**src/rtl/tlp_rx_hdr_parser_if.sv**
```systemverilog
// Bundles for the RX header parser: inbound DW stream and the decoded header record.
interface tlp_dw_stream_if;
  logic [31:0] in_dw;
  logic        in_valid;
  logic        in_sop;
  logic        in_eop;
  logic        in_ready;

  modport master (output in_dw, in_valid, in_sop, in_eop, input in_ready);
  modport slave  (input in_dw, in_valid, in_sop, in_eop, output in_ready);
endinterface

interface tlp_hdr_rec_if;
  logic        hdr_valid;
  logic        hdr_ready;
  logic [2:0]  hdr_fmt;
  logic [4:0]  hdr_type;
  logic [2:0]  hdr_tc;
  logic [2:0]  hdr_attr;
  logic        hdr_th;
  logic        hdr_td;
  logic        hdr_ep;
  logic [1:0]  hdr_at;
  logic [9:0]  hdr_length;
  logic [7:0]  hdr_req_bus;
  logic [4:0]  hdr_req_dev;
  logic [7:0]  hdr_req_fn;
  logic [9:0]  hdr_tag;
  logic [3:0]  hdr_last_be;
  logic [3:0]  hdr_first_be;
  logic [63:0] hdr_addr;
  logic        hdr_is_4dw;
  logic        err_tag;
  logic        err_malformed;
  logic        err_len;

  modport master (
    output hdr_valid, hdr_fmt, hdr_type, hdr_tc, hdr_attr, hdr_th, hdr_td, hdr_ep, hdr_at,
           hdr_length, hdr_req_bus, hdr_req_dev, hdr_req_fn, hdr_tag, hdr_last_be,
           hdr_first_be, hdr_addr, hdr_is_4dw, err_tag, err_malformed, err_len,
    input  hdr_ready
  );
  modport slave (
    input  hdr_valid, hdr_fmt, hdr_type, hdr_tc, hdr_attr, hdr_th, hdr_td, hdr_ep, hdr_at,
           hdr_length, hdr_req_bus, hdr_req_dev, hdr_req_fn, hdr_tag, hdr_last_be,
           hdr_first_be, hdr_addr, hdr_is_4dw, err_tag, err_malformed, err_len,
    output hdr_ready
  );
endinterface

```
**src/rtl/tlp_rx_hdr_parser.sv**
```systemverilog
// RX TLP header parser: collects a 3DW/4DW header from a DW stream, presents a registered
// decoded record, and polices tag width, header truncation and payload length.
module tlp_rx_hdr_parser #(
  parameter int SUPPORT_10BIT_TAG = 0
) (
  input  logic           clk,
  input  logic           rst,
  input  logic           ari_enabled,
  tlp_dw_stream_if.slave s,
  tlp_hdr_rec_if.master  h
);

  typedef enum logic [2:0] {S_IDLE, S_H1, S_H2, S_H3, S_OUT, S_DRAIN} state_e;

  localparam logic [2:0]  FMT_PREFIX = 3'b100;
  localparam logic [10:0] CNT_MAX    = 11'h7FF;

  state_e      state_q, state_d;
  logic [31:0] dw0_q, dw1_q, dw2_q;
  logic        rdy_en_q, drain_q, chk_q;
  logic [10:0] cnt_q, exp_q, cnt_inc, exp_len;
  logic        mal_q, lenerr_q;

  logic        acc, sop_go, ld_dw1, ld_dw2, fin, mal_d, len_d, drain_enter;
  logic        is4, has_pl;

  logic        hdr_valid_q;
  logic [2:0]  fmt_q, tc_q, attr_q;
  logic [4:0]  type_q, dev_q;
  logic        th_q, td_q, ep_q, is4_q, errtag_q;
  logic [1:0]  at_q;
  logic [9:0]  rec_len_q, tag_q;
  logic [7:0]  bus_q, fn_q;
  logic [3:0]  lbe_q, fbe_q;
  logic [63:0] addr_q;

  logic        unused_ln;
  assign unused_ln = dw0_q[17];

  assign acc     = s.in_valid && s.in_ready;
  assign is4     = dw0_q[29];
  assign has_pl  = dw0_q[30];
  assign cnt_inc = (cnt_q == CNT_MAX) ? cnt_q : cnt_q + 11'd1;
  assign exp_len = !has_pl ? 11'd0 :
                   (dw0_q[9:0] == 10'd0) ? 11'd1024 : {1'b0, dw0_q[9:0]};

  always_ff @(posedge clk or negedge rst) begin
    if (!rst) state_q <= S_IDLE;
    else      state_q <= state_d;
  end

  always_comb begin
    state_d = state_q;
    sop_go  = 1'b0;
    ld_dw1  = 1'b0;
    ld_dw2  = 1'b0;
    fin     = 1'b0;
    mal_d   = 1'b0;
    len_d   = 1'b0;
    case (state_q)
      S_IDLE: if (acc && s.in_sop) sop_go = 1'b1;
      S_H1: if (acc) begin
        if (s.in_sop)      begin mal_d = 1'b1; sop_go = 1'b1; end
        else if (s.in_eop) begin mal_d = 1'b1; state_d = S_IDLE; end
        else               begin ld_dw1 = 1'b1; state_d = S_H2; end
      end
      S_H2: if (acc) begin
        if (s.in_sop)      begin mal_d = 1'b1; sop_go = 1'b1; end
        else if (!is4)     begin fin = 1'b1; state_d = S_OUT; end
        else if (s.in_eop) begin mal_d = 1'b1; state_d = S_IDLE; end
        else               begin ld_dw2 = 1'b1; state_d = S_H3; end
      end
      S_H3: if (acc) begin
        if (s.in_sop) begin mal_d = 1'b1; sop_go = 1'b1; end
        else          begin fin = 1'b1; state_d = S_OUT; end
      end
      S_OUT: if (h.hdr_ready) state_d = drain_q ? S_DRAIN : S_IDLE;
      S_DRAIN: if (acc) begin
        if (s.in_sop)      begin len_d = 1'b1; sop_go = 1'b1; end
        else if (s.in_eop) begin len_d = chk_q && (cnt_inc != exp_q); state_d = S_IDLE; end
      end
      default: state_d = S_IDLE;
    endcase
    // Payload sent with eop on the last header DW is short by definition
    if (fin && has_pl && s.in_eop) len_d = 1'b1;
    // Every accepted sop restarts as DW0; prefixes and one-DW TLPs are malformed
    if (sop_go) begin
      if (s.in_dw[31:29] == FMT_PREFIX) begin
        mal_d   = 1'b1;
        state_d = s.in_eop ? S_IDLE : S_DRAIN;
      end else if (s.in_eop) begin
        mal_d   = 1'b1;
        state_d = S_IDLE;
      end else begin
        state_d = S_H1;
      end
    end
    drain_enter = (state_d == S_DRAIN) && ((state_q != S_DRAIN) || sop_go);
  end

  always_comb begin
    s.in_ready = rdy_en_q && (state_q != S_OUT);
  end

  always_ff @(posedge clk or negedge rst) begin
    if (!rst) begin
      rdy_en_q <= 1'b0;
      dw0_q    <= '0;
      dw1_q    <= '0;
      dw2_q    <= '0;
      drain_q  <= 1'b0;
      chk_q    <= 1'b0;
      cnt_q    <= '0;
      exp_q    <= '0;
      mal_q    <= 1'b0;
      lenerr_q <= 1'b0;
    end else begin
      rdy_en_q <= 1'b1;
      mal_q    <= mal_d;
      lenerr_q <= len_d;
      if (sop_go) dw0_q <= s.in_dw;
      if (ld_dw1) dw1_q <= s.in_dw;
      if (ld_dw2) dw2_q <= s.in_dw;
      if (fin) begin
        drain_q <= !s.in_eop;
        exp_q   <= exp_len;
      end
      // Length is only policed when the drain follows a decoded header
      if (drain_enter) begin
        cnt_q <= '0;
        chk_q <= (state_q == S_OUT);
      end else if ((state_q == S_DRAIN) && acc) begin
        cnt_q <= cnt_inc;
      end
    end
  end

  always_ff @(posedge clk or negedge rst) begin
    if (!rst) begin
      hdr_valid_q <= 1'b0;
      fmt_q <= '0; type_q <= '0; tc_q <= '0; attr_q <= '0;
      th_q <= 1'b0; td_q <= 1'b0; ep_q <= 1'b0; at_q <= '0; rec_len_q <= '0;
      bus_q <= '0; dev_q <= '0; fn_q <= '0; tag_q <= '0; lbe_q <= '0; fbe_q <= '0;
      addr_q <= '0; is4_q <= 1'b0; errtag_q <= 1'b0;
    end else if (fin) begin
      hdr_valid_q <= 1'b1;
      fmt_q     <= dw0_q[31:29];
      type_q    <= dw0_q[28:24];
      tc_q      <= dw0_q[22:20];
      attr_q    <= {dw0_q[18], dw0_q[13:12]};
      th_q      <= dw0_q[16];
      td_q      <= dw0_q[15];
      ep_q      <= dw0_q[14];
      at_q      <= dw0_q[11:10];
      rec_len_q <= dw0_q[9:0];
      bus_q     <= dw1_q[31:24];
      dev_q     <= ari_enabled ? 5'd0 : dw1_q[23:19];
      fn_q      <= ari_enabled ? dw1_q[23:16] : {5'd0, dw1_q[18:16]};
      tag_q     <= {(SUPPORT_10BIT_TAG != 0) ? {dw0_q[23], dw0_q[19]} : 2'b00, dw1_q[15:8]};
      lbe_q     <= dw1_q[7:4];
      fbe_q     <= dw1_q[3:0];
      addr_q    <= is4 ? {dw2_q, s.in_dw[31:2], 2'b00} : {32'd0, s.in_dw[31:2], 2'b00};
      is4_q     <= is4;
      errtag_q  <= (SUPPORT_10BIT_TAG == 0) && (dw0_q[23] || dw0_q[19]);
    end else if ((state_q == S_OUT) && h.hdr_ready) begin
      hdr_valid_q <= 1'b0;
    end
  end

  assign h.hdr_valid     = hdr_valid_q;
  assign h.hdr_fmt       = fmt_q;
  assign h.hdr_type      = type_q;
  assign h.hdr_tc        = tc_q;
  assign h.hdr_attr      = attr_q;
  assign h.hdr_th        = th_q;
  assign h.hdr_td        = td_q;
  assign h.hdr_ep        = ep_q;
  assign h.hdr_at        = at_q;
  assign h.hdr_length    = rec_len_q;
  assign h.hdr_req_bus   = bus_q;
  assign h.hdr_req_dev   = dev_q;
  assign h.hdr_req_fn    = fn_q;
  assign h.hdr_tag       = tag_q;
  assign h.hdr_last_be   = lbe_q;
  assign h.hdr_first_be  = fbe_q;
  assign h.hdr_addr      = addr_q;
  assign h.hdr_is_4dw    = is4_q;
  assign h.err_tag       = errtag_q;
  assign h.err_malformed = mal_q;
  assign h.err_len       = lenerr_q;

endmodule

```
**src/flat_wrapper.sv**
```systemverilog
// flat-port wrapper written by rule: the top's interface ports become plain ports
module tlp_rx_hdr_parser_flat 
#(
  parameter int SUPPORT_10BIT_TAG = 0
)
  (clk, rst, ari_enabled, s_in_dw, s_in_valid, s_in_sop, s_in_eop, s_in_ready, h_hdr_valid, h_hdr_fmt, h_hdr_type, h_hdr_tc, h_hdr_attr, h_hdr_th, h_hdr_td, h_hdr_ep, h_hdr_at, h_hdr_length, h_hdr_req_bus, h_hdr_req_dev, h_hdr_req_fn, h_hdr_tag, h_hdr_last_be, h_hdr_first_be, h_hdr_addr, h_hdr_is_4dw, h_err_tag, h_err_malformed, h_err_len, h_hdr_ready);
  tlp_dw_stream_if s_i ();
  tlp_hdr_rec_if h_i ();
  input  logic clk;
  input  logic rst;
  input  logic ari_enabled;
  input wire logic [$bits(s_i.in_dw)-1:0] s_in_dw;
  input wire logic [$bits(s_i.in_valid)-1:0] s_in_valid;
  input wire logic [$bits(s_i.in_sop)-1:0] s_in_sop;
  input wire logic [$bits(s_i.in_eop)-1:0] s_in_eop;
  output wire logic [$bits(s_i.in_ready)-1:0] s_in_ready;
  output wire logic [$bits(h_i.hdr_valid)-1:0] h_hdr_valid;
  output wire logic [$bits(h_i.hdr_fmt)-1:0] h_hdr_fmt;
  output wire logic [$bits(h_i.hdr_type)-1:0] h_hdr_type;
  output wire logic [$bits(h_i.hdr_tc)-1:0] h_hdr_tc;
  output wire logic [$bits(h_i.hdr_attr)-1:0] h_hdr_attr;
  output wire logic [$bits(h_i.hdr_th)-1:0] h_hdr_th;
  output wire logic [$bits(h_i.hdr_td)-1:0] h_hdr_td;
  output wire logic [$bits(h_i.hdr_ep)-1:0] h_hdr_ep;
  output wire logic [$bits(h_i.hdr_at)-1:0] h_hdr_at;
  output wire logic [$bits(h_i.hdr_length)-1:0] h_hdr_length;
  output wire logic [$bits(h_i.hdr_req_bus)-1:0] h_hdr_req_bus;
  output wire logic [$bits(h_i.hdr_req_dev)-1:0] h_hdr_req_dev;
  output wire logic [$bits(h_i.hdr_req_fn)-1:0] h_hdr_req_fn;
  output wire logic [$bits(h_i.hdr_tag)-1:0] h_hdr_tag;
  output wire logic [$bits(h_i.hdr_last_be)-1:0] h_hdr_last_be;
  output wire logic [$bits(h_i.hdr_first_be)-1:0] h_hdr_first_be;
  output wire logic [$bits(h_i.hdr_addr)-1:0] h_hdr_addr;
  output wire logic [$bits(h_i.hdr_is_4dw)-1:0] h_hdr_is_4dw;
  output wire logic [$bits(h_i.err_tag)-1:0] h_err_tag;
  output wire logic [$bits(h_i.err_malformed)-1:0] h_err_malformed;
  output wire logic [$bits(h_i.err_len)-1:0] h_err_len;
  input wire logic [$bits(h_i.hdr_ready)-1:0] h_hdr_ready;
  assign s_i.in_dw = s_in_dw;
  assign s_i.in_valid = s_in_valid;
  assign s_i.in_sop = s_in_sop;
  assign s_i.in_eop = s_in_eop;
  assign s_in_ready = s_i.in_ready;
  assign h_hdr_valid = h_i.hdr_valid;
  assign h_hdr_fmt = h_i.hdr_fmt;
  assign h_hdr_type = h_i.hdr_type;
  assign h_hdr_tc = h_i.hdr_tc;
  assign h_hdr_attr = h_i.hdr_attr;
  assign h_hdr_th = h_i.hdr_th;
  assign h_hdr_td = h_i.hdr_td;
  assign h_hdr_ep = h_i.hdr_ep;
  assign h_hdr_at = h_i.hdr_at;
  assign h_hdr_length = h_i.hdr_length;
  assign h_hdr_req_bus = h_i.hdr_req_bus;
  assign h_hdr_req_dev = h_i.hdr_req_dev;
  assign h_hdr_req_fn = h_i.hdr_req_fn;
  assign h_hdr_tag = h_i.hdr_tag;
  assign h_hdr_last_be = h_i.hdr_last_be;
  assign h_hdr_first_be = h_i.hdr_first_be;
  assign h_hdr_addr = h_i.hdr_addr;
  assign h_hdr_is_4dw = h_i.hdr_is_4dw;
  assign h_err_tag = h_i.err_tag;
  assign h_err_malformed = h_i.err_malformed;
  assign h_err_len = h_i.err_len;
  assign h_i.hdr_ready = h_hdr_ready;
  tlp_rx_hdr_parser #(.SUPPORT_10BIT_TAG(SUPPORT_10BIT_TAG)) u_core (.clk(clk), .rst(rst), .ari_enabled(ari_enabled), .s(s_i), .h(h_i));
endmodule
```
**config.mk**
```make
export PLATFORM = sky130hd
export DESIGN_NAME = tlp_rx_hdr_parser_flat
export DESIGN_NICKNAME = d
export VERILOG_FILES = /design/src/rtl/tlp_rx_hdr_parser_if.sv /design/src/rtl/tlp_rx_hdr_parser.sv /design/src/flat_wrapper.sv
export SDC_FILE = /design/constraint.sdc
export NUM_CORES = 1
export LEC_CHECK = 0
export CAP_MARGIN = 20
export CORE_UTILIZATION = 30
export CTS_BUF_LIST = sky130_fd_sc_hd__clkbuf_4
export CTS_CLUSTER_DIAMETER = 120
export CTS_CLUSTER_SIZE = 8
export DETAILED_ROUTE_END_ITERATION = 8
export PLACE_DENSITY = 0.58
export REMOVE_ABC_BUFFERS = 1
export SLEW_MARGIN = 30
export SYNTH_ARGS = -nofsm -noshare
export SYNTH_HDL_FRONTEND = slang
export SYNTH_SLANG_ARGS = --single-unit
```
**constraint.sdc**
```tcl
create_clock -name clk -period 3.06 [get_ports clk]
set_clock_uncertainty 0.1 [all_clocks]
set_input_delay 0.306 -clock clk [delete_from_list [all_inputs] [get_ports clk]]
set_output_delay 0.306 -clock clk [all_outputs]
set_load 0.01 [all_outputs]
```
## After elaboration in Yosys (flattened, before gate mapping)

Index checks and enable logic that the tools add are counted.
W data, S select, Z words.

- Add/sub/neg operators: 1
- $mul: 0
- Divide/modulo/power cells: 0
- Order comparisons: 0
- Equality and inequality tests: 11
- Shift-type cells: 0
- Multiplexer cells: 62
- Bitwise gates (word level): 0
- Reductions and logical operators: 17

Operators with widths:

| kind | number |
|---|---|
| $mux W64 | 1 |
| $mux W11 | 5 |
| $mux W3 | 15 |
| $mux W1 | 33 |
| $pmux W3 S6 | 1 |
| $eq A3 B3 Y1 const B | 4 |
| $add A11 B1 Y11 const B | 1 |
| $eq A11 B11 Y1 const B | 1 |
| $ne A11 B11 Y1 | 1 |
| $logic_not A10 Y1 | 1 |
| $logic_and A1 B1 Y1 | 9 |
| $mux W8 | 1 |
| $eq A3 B2 Y1 const B | 2 |
| $ne A3 B3 Y1 const B | 2 |
| $mux W5 | 1 |
| $mux W2 | 2 |
| $pmux W1 S2 | 2 |
| $reduce_bool A2 Y1 | 2 |
| $reduce_or A4 Y1 | 1 |
| $eq A3 B1 Y1 const B | 1 |
| $logic_not A3 Y1 | 1 |
| $pmux W1 S3 | 1 |
| $logic_or A1 B1 Y1 | 2 |
| $logic_not A1 Y1 | 1 |

- Register bits after elaboration: 259
- Bits in latches: 0
- RAM bits: 0
- Memory bits (read-only): 0
- Output and inout bits: 138
- Word-level logic and storage cells: 121
- Memories: 0

## Longest topological paths before layout

Gate-level depths: netlist of the first run.

- Depth in word-level cells: 10
- Depth in mapped cells: 9
- Gate-level depth less buffers: 7

## Worst setup path before layout of the first run

Ideal clock, no wire load.

- Path type: register to register
- From: reg u_core.cnt_q[0]
- To: reg u_core.lenerr_q, in the netlist u_core.h.err_len
- Setup time: 0.136 ns
- Arrival time: 1.744 ns
- Data required time: 2.824 ns
- Slack: 1.080 ns
- Stages on the path, launching flop included: 8
- Path buffers: 1
- Cell sequence: dfrtp_1 ha_1 clkbuf_1 nand4_1 o211ai_1 o211ai_1 nor4b_1 a31oi_1

- Word-level cells in the longest chain between the ends: 9
- Elaborated cells between the ends (all ways): 10
- Those cells by class: add/sub (1); eq/ne (2); mux (6); reduce/logical (1)

RTL lines:

| what | line | source |
|---|---|---|
| from (decl) | tlp_rx_hdr_parser.sv:21 | `logic [10:0] cnt_q, exp_q, cnt_inc, exp_len;` |
| from (signal assigned) | tlp_rx_hdr_parser.sv:133 | `cnt_q <= cnt_inc;` |
| $add A11 B1 Y11 or $eq A11 B11 Y1 (tied branches) | tlp_rx_hdr_parser.sv:43 | `assign cnt_inc = (cnt_q == CNT_MAX) ? cnt_q : cnt_q + 11'd1;` |
| $mux W11 (*) | tlp_rx_hdr_parser.sv:43 |  |
| $ne A11 B11 Y1 (*) | tlp_rx_hdr_parser.sv:80 | `else if (s.in_eop) begin len_d = chk_q && (cnt_inc != exp_q); state_d = S_IDLE; end` |
| $logic_and A1 B1 Y1 (*) | tlp_rx_hdr_parser.sv:80 |  |
| $mux W1 (*) | tlp_rx_hdr_parser.sv:80 |  |
| $mux W1 (*) | tlp_rx_hdr_parser.sv:79 | `if (s.in_sop) begin len_d = 1'b1; sop_go = 1'b1; end` |
| $mux W1 (*) | tlp_rx_hdr_parser.sv:78 | `S_DRAIN: if (acc) begin` |
| $mux W1 (*) | tlp_rx_hdr_parser.sv:60 | `case (state_q)` |
| $mux W1 (*) | tlp_rx_hdr_parser.sv:85 | `if (fin && has_pl && s.in_eop) len_d = 1'b1;` |
| net u_core.len_d | tlp_rx_hdr_parser.sv:24 | `logic acc, sop_go, ld_dw1, ld_dw2, fin, mal_d, len_d, drain_enter;` |
| to (signal assigned) | tlp_rx_hdr_parser.sv:120 | `lenerr_q <= len_d;` |
| to (decl) | tlp_rx_hdr_parser.sv:22 | `logic mal_q, lenerr_q;` |

The timed path passes the listed nets; every way through them passes the cells marked *.
A chain may end at the register's enable or synchronous reset.

## Worst setup path in the final report of the first run

- From: reg u_core.state_q[1]
- To: out s_in_ready

- Word-level cells in the longest chain between the ends: 2

RTL lines:

| what | line | source |
|---|---|---|
| from (decl) | tlp_rx_hdr_parser.sv:18 | `state_e state_q, state_d;` |
| from (signal assigned) | tlp_rx_hdr_parser.sv:49 | `else state_q <= state_d;` |
| $ne A3 B3 Y1 | tlp_rx_hdr_parser.sv:102 | `s.in_ready = rdy_en_q && (state_q != S_OUT);` |
| $logic_and A1 B1 Y1 | tlp_rx_hdr_parser.sv:102 |  |
| to (decl) | flat_wrapper.sv:16 | `output wire logic [$bits(s_i.in_ready)-1:0] s_in_ready;` |

Every way passes these cells.

==> flow_summary.html, run 1 <==
<table>
<tr><th>Metric</th><th>Value</th></tr>
<tr><th colspan="2">Placement</th></tr>
<tr><td>Post-placement cell area</td><td>12600 µm²</td></tr>
<tr><td>Detail Placement HPWL</td><td>17.0 mm</td></tr>
<tr><td>Placement Setup Slack</td><td>0.501 ns</td></tr>
<tr><td>Final weighted congestion of routability-driven global placement</td><td>0.877</td></tr>
<tr><td>Port bufs</td><td>172</td></tr>
<tr><th colspan="2">Clocking</th></tr>
<tr><td>Clock network latency to the later pin of the worst-skew pair</td><td>0.64 ns</td></tr>
<tr><td>Cts bufs inserted</td><td>37</td></tr>
<tr><td>Post-cts gate resize count</td><td>0</td></tr>
<tr><td>Total of hold buffers inserted after clock tree synthesis</td><td>1</td></tr>
<tr><td>Sinks on the clock net</td><td>255</td></tr>
<tr><td>Clock tree from TritonCTS</td><td>built</td></tr>
<tr><td>Post-CTS Setup Repair Bufs</td><td>0</td></tr>
<tr><td>Clock slew seen by the registers of the worst setup and hold paths</td><td>0.10 ns</td></tr>
<tr><td>Clock H-tree levels</td><td>2</td></tr>
<tr><td>Clock root buffer</td><td>clkbuf_4</td></tr>
<tr><td>Max Root-Sink Buffers</td><td>3</td></tr>
<tr><th colspan="2">Setup path</th></tr>
<tr><td>Worst-path cell with the longest stage delay</td><td>dfrtp_1</td></tr>
<tr><td>R2R Setup Slk</td><td>0.56 ns</td></tr>
<tr><td>Crit path cell chain</td><td>nor2b_1 &gt; a21boi_0 &gt; clkdlybuf4s50_1</td></tr>
<tr><td>Depth of the most critical reg-to-reg path</td><td>6</td></tr>
<tr><td>Worst flop-to-flop path startpoint</td><td>u_core.cnt_q[0]</td></tr>
<tr><td>Sort of element at the end of the critical path</td><td>primary output</td></tr>
<tr><td>Crit path buffers/inverters</td><td>1</td></tr>
<tr><td>Critical path type</td><td>reg2out</td></tr>
<tr><td>Setup crit start kind</td><td>flop</td></tr>
<tr><td>CP arrival</td><td>2.28 ns</td></tr>
<tr><td>Required time at the endpoint of the critical path</td><td>2.65 ns</td></tr>
<tr><td>RR Endpoint</td><td>u_core.h.err_len</td></tr>
<tr><td>Delay-heaviest family, CP</td><td>flip-flops</td></tr>
<tr><td>Crit Path Max Fanout</td><td>14</td></tr>
<tr><td>Largest stage delay on the critical path</td><td>0.63 ns</td></tr>
<tr><th colspan="2">Routing</th></tr>
<tr><td>Number of vias in the routed layout</td><td>7390</td></tr>
<tr><td>Initial DRT Pass Iterations</td><td>7</td></tr>
<tr><td>Routed wire length</td><td>26.6 mm</td></tr>
<tr><td>Post-DRT Antenna Nets</td><td>0</td></tr>
<tr><td>DRC</td><td>0</td></tr>
<tr><td>Violation count after the first detailed-routing iteration</td><td>411</td></tr>
<tr><td>Wire per inst</td><td>17.0 µm</td></tr>
<tr><td>Drt via density</td><td>4.73</td></tr>
<tr><th colspan="2">Logic synthesis</th></tr>
<tr><td>Synthesized netlist cell count</td><td>947</td></tr>
<tr><td>Compound-gate portion of the synthesized area</td><td>7.78%</td></tr>
<tr><td>Synthesized area</td><td>10500 µm²</td></tr>
<tr><td>Area contributors post-synth</td><td>dfrtp_1 61%, nand2_1 11%, mux2_2 8.9%</td></tr>
<tr><td>XOR/XNOR share of the synthesized area</td><td>1.09%</td></tr>
<tr><td>Dominant combinational cell family by area after synthesis</td><td>simple AND/OR/NAND/NOR gates</td></tr>
<tr><td>Top flip-flop cell by instance count after synthesis</td><td>dfrtp_1</td></tr>
<tr><td>EDFF count, synth</td><td>0</td></tr>
<tr><td>Distinct cell type count after synthesis</td><td>63</td></tr>
<tr><td>Number of warning messages in the yosys log</td><td>0</td></tr>
<tr><td>Synthesized-area fraction occupied by adder cells</td><td>0.120%</td></tr>
<tr><td>Synth top area share</td><td>61.0%</td></tr>
<tr><td>Share of synthesized flip-flops with an asynchronous set or reset</td><td>100%</td></tr>
<tr><td>Synthesis-stage register bit count</td><td>255</td></tr>
<tr><td>Seq/Total Area, Yosys</td><td>61.0%</td></tr>
<tr><td>Mux cell area share after synthesis</td><td>10.4%</td></tr>
<tr><td>Synth area leader</td><td>dfrtp_1</td></tr>
<tr><td>Average cell area after synthesis</td><td>11.0 µm²</td></tr>
<tr><td>Simple-gate portion of the synthesized area</td><td>16.3%</td></tr>
<tr><th colspan="2">Floorplan</th></tr>
<tr><td>Standard-cell rows</td><td>67</td></tr>
<tr><td>Die area</td><td>35600 µm²</td></tr>
<tr><td>Initial core utilization</td><td>30.9%</td></tr>
<tr><td>Die outline height</td><td>189 µm</td></tr>
<tr><td>Core area</td><td>33900 µm²</td></tr>
<tr><td>Top-level I/O count</td><td>177</td></tr>
<tr><td>Die X</td><td>189 µm</td></tr>
<tr><th colspan="2">GRT</th></tr>
<tr><td>Total routing resource utilization after global routing</td><td>15.3%</td></tr>
<tr><td>Antenna violations before repair</td><td>2</td></tr>
<tr><td>Vias in the first global route</td><td>7522</td></tr>
<tr><td>Wire length of the first global-routing pass</td><td>43.3 mm</td></tr>
<tr><td>Leftover overflow at the end of global routing</td><td>0</td></tr>
<tr><td>Largest net degree at the start of global routing</td><td>156</td></tr>
<tr><th colspan="2">Final layout</th></tr>
<tr><td>Area growth from synthesis to layout</td><td>23.9%</td></tr>
<tr><td>Fraction of final layout cells sized beyond drive strength 1</td><td>14.5%</td></tr>
<tr><td>Fillers</td><td>3370</td></tr>
<tr><td>Footprint of the multi-input gates</td><td>3780 µm²</td></tr>
<tr><td>Register Area</td><td>6380 µm²</td></tr>
<tr><td>Layout Nets</td><td>1152</td></tr>
<tr><td>Post-Route Utilization</td><td>38.2%</td></tr>
<tr><td>Final Instance Area</td><td>13000 µm²</td></tr>
<tr><th colspan="2">Job</th></tr>
<tr><td>Number of max-capacitance violations reported</td><td>0</td></tr>
<tr><th colspan="2">Timing</th></tr>
<tr><td>Number of hold violations in the final report</td><td>0</td></tr>
<tr><td>Final Critical Period</td><td>2.68 ns</td></tr>
<tr><td>Tightest slew margin relative to the limit</td><td>53.1%</td></tr>
<tr><td>Worst slew pin tran</td><td>0.704 ns</td></tr>
<tr><td>Setup WS post-layout</td><td>0.375 ns</td></tr>
<tr><td>Setup-violating endpoint count in the final report</td><td>0</td></tr>
<tr><td>Post-Route Setup TNS</td><td>0 ns</td></tr>
<tr><td>Final cycle utilization of the critical path</td><td>87.7%</td></tr>
<tr><td>Maximum clock frequency</td><td>0.372 GHz</td></tr>
<tr><td>Setup repair after global routing missed its margin</td><td>no</td></tr>
<tr><td>Max-slew violation total from the final report</td><td>0</td></tr>
<tr><th colspan="2">Power and ir drop</th></tr>
<tr><td>Ratio of total power to cell area</td><td>533 nW/µm²</td></tr>
<tr><td>Total leakage power</td><td>6.14 nW</td></tr>
<tr><td>IR Drop Worst-Case VDD</td><td>0.000261 V</td></tr>
<tr><th colspan="2">Worst hold path</th></tr>
<tr><td>Class of the most critical hold timing path</td><td>in2async</td></tr>
<tr><th colspan="2">Status</th></tr>
<tr><td>Run status</td><td>completed</td></tr>
</table>
==> sequential cells by signal, indices dropped and copies added (netlist names), 4 cells and up <==
name	count
u_core.dw1_q	32
u_core.h.hdr_req_bus	8
u_core.h.hdr_first_be	4
u_core.dw2_q	32
u_core.dw0_q	31
u_core.exp_q	11
u_core.h.hdr_tag	8
u_core.h.hdr_addr	62
u_core.h.hdr_type	5
u_core.h.hdr_last_be	4
u_core.h.hdr_req_dev	5
u_core.h.hdr_req_fn	8
u_core.h.hdr_length	10
u_core.cnt_q	11
==> power breakdown <==
part	leakage, nW	internal [W]	switching (W)
Clock	0.194	0.000676	0.00114
Combinational	2.51	0.000594	0.000464
Sequential	3.43	0.00376	0.000265
Total	6.14	0.00503	0.00187
==> placed cells by master (no fill, tap or decap), types with 10 or more instances in the layout <==
master and count:
nand2_1 310, dfrtp_1 255, clkdlybuf4s50_1 171, mux2_2 83
clkbuf_4 39, o21ai_0 34, a22o_1 32, a21oi_1 15
nor2_1 12, mux2_1 12, nand2b_1 10, nand3_1 10
==> layout make-up <==
class / count / area share [%]
Antenna cell: 1 / 0.0193
Clock buffer: 39 / 2.26
Clock inverter: 2 / 0.290
Inverter: 5 / 0.145
Multi-Input combinational cell: 627 / 29.2
Sequential cell: 255 / 49.3
Tap cell: 448 / 4.33
Timing Repair Buffer: 186 / 14.5
==> synthesized netlist by cell type, drive strengths merged, types with 4 or more instances <==
master and count:
o21ai 37, nand2b 10, xnor2 6, a31oi 4, nand4 4, nor4 5
nor3 7, o211ai 5, xor2 7, buf 43, dfrtp 255, a22o 32
and2 5, a21oi 17, nand3 13, nor2 18, and3 4, mux2 95
clkbuf 20, inv 5, nand2 311
==> how the worst max path moves through the flow <==
stage	endpoint	depth (start not counted)	slack, ns	startpoint
2_1_floorplan	u_core.cnt_q[5]	6	-2.41	u_core.state_q[2]
3_3_place_gp	u_core.dw1_q[0]	6	0.53	s_in_eop
3_5_place_dp	u_core.cnt_q[4]	8	0.50	s_in_sop
4_1_cts	s_in_ready	3	0.32	u_core.state_q[1]
5_1_grt	s_in_ready	3	0.26	u_core.state_q[1]
6_report	s_in_ready	3	0.38	u_core.state_q[1]
==> metal layers <==
layer / share of wire [%] / vias to the layer above / track usage [%]
met5: 0.064 / - / 0
met4: 2.3 / 2 / 4.68
met3: 5.2 / 41 / 3.52
met2: 46 / 169 / 23.6
met1: 46 / 3678 / 21.2
li1: - / 3500 / -
==> through the flow <==
| step | hold WS (ns) | total power (W) | std cells |
|---|---|---|---|
| 6_report | 0.150 | 0.00690 | 1563 |
| 5_1_grt | 0.140 | 0.00732 | 1563 |
| 4_1_cts | 0.108 | 0.00705 | 1562 |
| 3_5_place_dp | 0.236 | 0.00517 | 1520 |
| 3_3_place_gp | 0.228 | 0.00514 | 1520 |
| 2_1_floorplan | -0.0896 | 0.00452 | 887 |
==> kinds of logic (layout without fill, tap and decap cells) <==
kind of cell             Yosys count  in the layout
buffers and inverters             68            232
AO/OA/AOI/OAI                    116            116
XOR/XNOR                          13             13
other                              2              6
adder cells (fa/ha/maj)            1              1
multiplexers                      97             97
AND/OR/NAND/NOR                  395            395
flip-flops                       255            255
Note: power is estimated with default switching activity, not from simulation.
==> run 2, diff against run 1 <==
Settings changed: CORE_UTILIZATION 30 to 35, PLACE_DENSITY 0.58 to 0.65.
==> run 2 against run 1 <==
Effect of this change:
- cell count shrank 4.0%
- clock power shrank 7%
- hold slack gained 0.019 ns
- maximum frequency grew 0.13%
- power shrank 1.6%
- wire length shrank 4.4%
- critical endpoint unchanged
- largest cell class unchanged
- highest routed layer is now met4
==> flow_summary.html, run 2 (synthesis results as in run 1) <==
<table>
<tr><th>Metric</th><th>Value</th></tr>
<tr><th colspan="2">Final layout</th></tr>
<tr><td>Final Instance Area</td><td>12900 µm² (-0.73%)</td></tr>
<tr><td>Max FFs per register</td><td>62 (unchanged)</td></tr>
<tr><td>Fillers</td><td>2800 (-17%)</td></tr>
<tr><td>Most common library cell in the layout ignoring fill and taps</td><td>nand2_1</td></tr>
<tr><td>Fraction of final layout cells sized beyond drive strength 1</td><td>14.7% (+0.15 points)</td></tr>
<tr><td>Commonest non-fill, non-tap cells in the layout</td><td>310 x nand2_1, 255 x dfrtp_1, 171 x clkdlybuf4s50_1, 83 x mux2_2, 38 x clkbuf_4</td></tr>
<tr><td>Area growth from synthesis to layout</td><td>23.0%</td></tr>
<tr><td>Layout Nets</td><td>1154 (+0.17%)</td></tr>
<tr><th colspan="2">Worst hold path</th></tr>
<tr><td>Class of the most critical hold timing path</td><td>in2async</td></tr>
<tr><th colspan="2">Clocking</th></tr>
<tr><td>Post-cts gate resize count</td><td>0 (unchanged)</td></tr>
<tr><td>Clock slew seen by the registers of the worst setup and hold paths</td><td>0.10 ns (about the same)</td></tr>
<tr><td>Clock H-tree levels</td><td>2 (unchanged)</td></tr>
<tr><td>Clock network latency to the later pin of the worst-skew pair</td><td>0.62 ns (-0.02 ns)</td></tr>
<tr><td>Clock tree from TritonCTS</td><td>built</td></tr>
<tr><td>Cts bufs inserted</td><td>37 (unchanged)</td></tr>
<tr><td>Clock root buffer</td><td>clkbuf_4</td></tr>
<tr><td>Sinks on the clock net</td><td>255 (unchanged)</td></tr>
<tr><td>Max Root-Sink Buffers</td><td>3 (unchanged)</td></tr>
<tr><th colspan="2">Floorplan</th></tr>
<tr><td>Top-level I/O count</td><td>177 (unchanged)</td></tr>
<tr><td>Initial core utilization</td><td>36.0% (+5.2 points)</td></tr>
<tr><td>Standard-cell rows</td><td>62 (-7.5%)</td></tr>
<tr><td>Die area</td><td>30600 µm² (-14%)</td></tr>
<tr><td>Die X</td><td>175 µm (-7.3%)</td></tr>
<tr><td>Die outline height</td><td>175 µm (-7.3%)</td></tr>
<tr><td>Core area</td><td>29000 µm² (-14%)</td></tr>
<tr><th colspan="2">Setup path</th></tr>
<tr><td>CP arrival</td><td>2.28 ns (about the same)</td></tr>
<tr><td>Sort of element at the end of the critical path</td><td>primary output</td></tr>
<tr><td>Crit Path Max Fanout</td><td>14 (unchanged)</td></tr>
<tr><td>Crit path cell chain</td><td>nor2b_1 &gt; a21boi_0 &gt; clkdlybuf4s50_1</td></tr>
<tr><td>Required time at the endpoint of the critical path</td><td>2.65 ns (about the same)</td></tr>
<tr><td>R2R Setup Slk</td><td>0.57 ns (about the same)</td></tr>
<tr><td>Critical path type</td><td>reg2out</td></tr>
<tr><td>Worst-path cell with the longest stage delay</td><td>dfrtp_1</td></tr>
<tr><td>Setup crit start kind</td><td>flop</td></tr>
<tr><td>Largest stage delay on the critical path</td><td>0.67 ns (+0.04 ns)</td></tr>
<tr><th colspan="2">Routing</th></tr>
<tr><td>Wire per inst</td><td>16.9 µm (-0.47%)</td></tr>
<tr><td>DRC</td><td>0 (unchanged)</td></tr>
<tr><td>Violation count after the first detailed-routing iteration</td><td>373 (-9.2%)</td></tr>
<tr><td>Number of vias in the routed layout</td><td>7371 (-0.26%)</td></tr>
<tr><td>Post-DRT Antenna Nets</td><td>0 (unchanged)</td></tr>
<tr><td>Drt via density</td><td>4.91 (+3.9%)</td></tr>
<tr><td>Initial DRT Pass Iterations</td><td>6 (-1)</td></tr>
<tr><td>Routed wire length</td><td>25.4 mm (-4.4%)</td></tr>
<tr><th colspan="2">Timing</th></tr>
<tr><td>Final cycle utilization of the critical path</td><td>87.6% (-0.11 points)</td></tr>
<tr><td>Setup repair after global routing missed its margin</td><td>no</td></tr>
<tr><td>Max-slew violation total from the final report</td><td>0 (unchanged)</td></tr>
<tr><td>Final Critical Period</td><td>2.68 ns (-0.00336 ns)</td></tr>
<tr><td>Worst slew pin tran</td><td>0.874 ns (+0.171 ns)</td></tr>
<tr><td>Tightest slew margin relative to the limit</td><td>41.7% (-11 points)</td></tr>
<tr><td>Maximum clock frequency</td><td>0.373 GHz (+0.13%)</td></tr>
<tr><td>Number of hold violations in the final report</td><td>0 (unchanged)</td></tr>
<tr><td>Setup WS post-layout</td><td>0.378 ns (+0.00336 ns)</td></tr>
<tr><td>Post-Route Setup TNS</td><td>0 ns (unchanged)</td></tr>
<tr><td>Setup-violating endpoint count in the final report</td><td>0 (unchanged)</td></tr>
<tr><th colspan="2">Power and ir drop</th></tr>
<tr><td>Combinational fraction of design power</td><td>15.6% (+0.3 points)</td></tr>
<tr><td>Total leakage power</td><td>6.14 nW (about the same)</td></tr>
<tr><td>Net switching component of the power</td><td>0.00185 W (-1.0%)</td></tr>
<tr><td>Switching power as a share of total power</td><td>27.2% (+0.17 points)</td></tr>
<tr><td>IR Drop Worst-Case VDD</td><td>0.000312 V (+19%)</td></tr>
<tr><td>Reg power frac</td><td>59.4% (+1.0 points)</td></tr>
<tr><td>Clock share of power</td><td>25.0% (-1.3 points)</td></tr>
<tr><td>Ratio of total power to cell area</td><td>528 nW/µm² (-0.91%)</td></tr>
<tr><td>Internal cell power</td><td>0.00494 W (-1.9%)</td></tr>
<tr><th colspan="2">GRT</th></tr>
<tr><td>Total routing resource utilization after global routing</td><td>16.9% (+1.6 points)</td></tr>
<tr><td>Largest net degree at the start of global routing</td><td>166 (+6.4%)</td></tr>
<tr><td>Antenna violations before repair</td><td>1 (-1)</td></tr>
<tr><td>Wire length of the first global-routing pass</td><td>41.3 mm (-4.7%)</td></tr>
<tr><td>Leftover overflow at the end of global routing</td><td>0 (unchanged)</td></tr>
<tr><td>Vias in the first global route</td><td>7391 (-1.7%)</td></tr>
<tr><th colspan="2">Job</th></tr>
<tr><td>Number of max-capacitance violations reported</td><td>0 (unchanged)</td></tr>
<tr><th colspan="2">Placement</th></tr>
<tr><td>Final weighted congestion of routability-driven global placement</td><td>0.876 (about the same)</td></tr>
<tr><td>Detail Placement HPWL</td><td>16.3 mm (-3.9%)</td></tr>
<tr><td>Post-placement cell area</td><td>12500 µm² (-0.52%)</td></tr>
<tr><td>Port bufs</td><td>172 (unchanged)</td></tr>
<tr><td>Placement Setup Slack</td><td>0.565 ns (+0.0642 ns)</td></tr>
<tr><th colspan="2">Status</th></tr>
<tr><td>Run status</td><td>completed</td></tr>
</table>
## run 2: cell types whose count changed in the layout (fill, tap and decap cells not counted), sizes merged
cell | previous run | this run
buf | 14 | 16
inv | 5 | 7
bufinv | 1 | 0
clkbuf | 39 | 38
## run 2: worst paths after layout
path	start	to	cells past startpoint
worst max-delay path	u_core.state_q[1]	s_in_ready	3
worst min-delay path	rst	u_core.dw0_q[15]	2
worst max register to register	u_core.cnt_q[0]	u_core.h.err_len	6
worst min register to register	u_core.dw1_q[29]	u_core.h.hdr_req_bus[5]	2
max in group asynchronous	rst	u_core.dw1_q[28]	3
min in group clk	s_in_dw[17]	u_core.h.hdr_addr[17]	3
## run 2: per-layer routing
layer | vias to the layer above | wire [µm] | track usage (%)
met5 | - | 0 | 0
met4 | 0 | 453 | 4.38
met3 | 32 | 1420 | 4.24
met2 | 167 | 12000 | 27.1
met1 | 3677 | 11600 | 22.7
li1 | 3495 | - | -
## run 2: final cells by class
cell class              instances  area (µm²)  share of cell area [%]
inverters                       5        18.8                   0.146
multi-input cells             627        3780                    29.4
well taps                     384         480                    3.74
flip-flops and latches        255        6380                    49.6
clock buffers                  38         285                    2.22
clock inverters                 3        15.0                   0.117
diodes                          1        2.50                  0.0195
repair buffers                188        1900                    14.8
## run 2: repair_timing
| action | CTS | global route |
|---|---|---|
| setup buffers | 0 | 0 |
| hold endpoints to repair | 83 | 0 |
| hold buffers | 1 | 0 |
## run 2: power by group through the flow
stage | combinational [W] | sequential [W] | clock, W
5_1_grt | 0.00117 | 0.00409 | 0.00192
6_report | 0.00106 | 0.00403 | 0.00170
3_3_place_gp | 0.00105 | 0.00409 | 0
3_5_place_dp | 0.00108 | 0.00410 | 0
4_1_cts | 0.00108 | 0.00404 | 0.00179
2_1_floorplan | 0.000419 | 0.00410 | 0
## run 2: through the flow
stage | utilization [%] | std cells | power (W) | hold slack, ns
global route | 44.3 | 1501 | 0.00718 | 0.162
floorplan | - | 887 | 0.00452 | -0.0896
CTS | 44.3 | 1500 | 0.00691 | 0.131
detailed placement | 43.2 | 1458 | 0.00518 | 0.266
finish | 44.3 | 1501 | 0.00679 | 0.169
global placement | 43.2 | 1458 | 0.00514 | 0.261
## run 2: critical path: cells and delay by family, from the launching register on
| family | cells | cell delay, ns |
|---|---|---|
| AND/OR/NAND/NOR | 1 | 0.20 |
| flip-flops | 1 | 0.67 |
| buffers and inverters | 1 | 0.57 |
| AO/OA/AOI/OAI | 1 | 0.22 |
==> run 3, diff against run 2 <==
Settings changed: SETUP_SLACK_MARGIN set to 0.1.
==> results of run 3 <==
Final layout, timing and power as in run 2 (identical DEF).
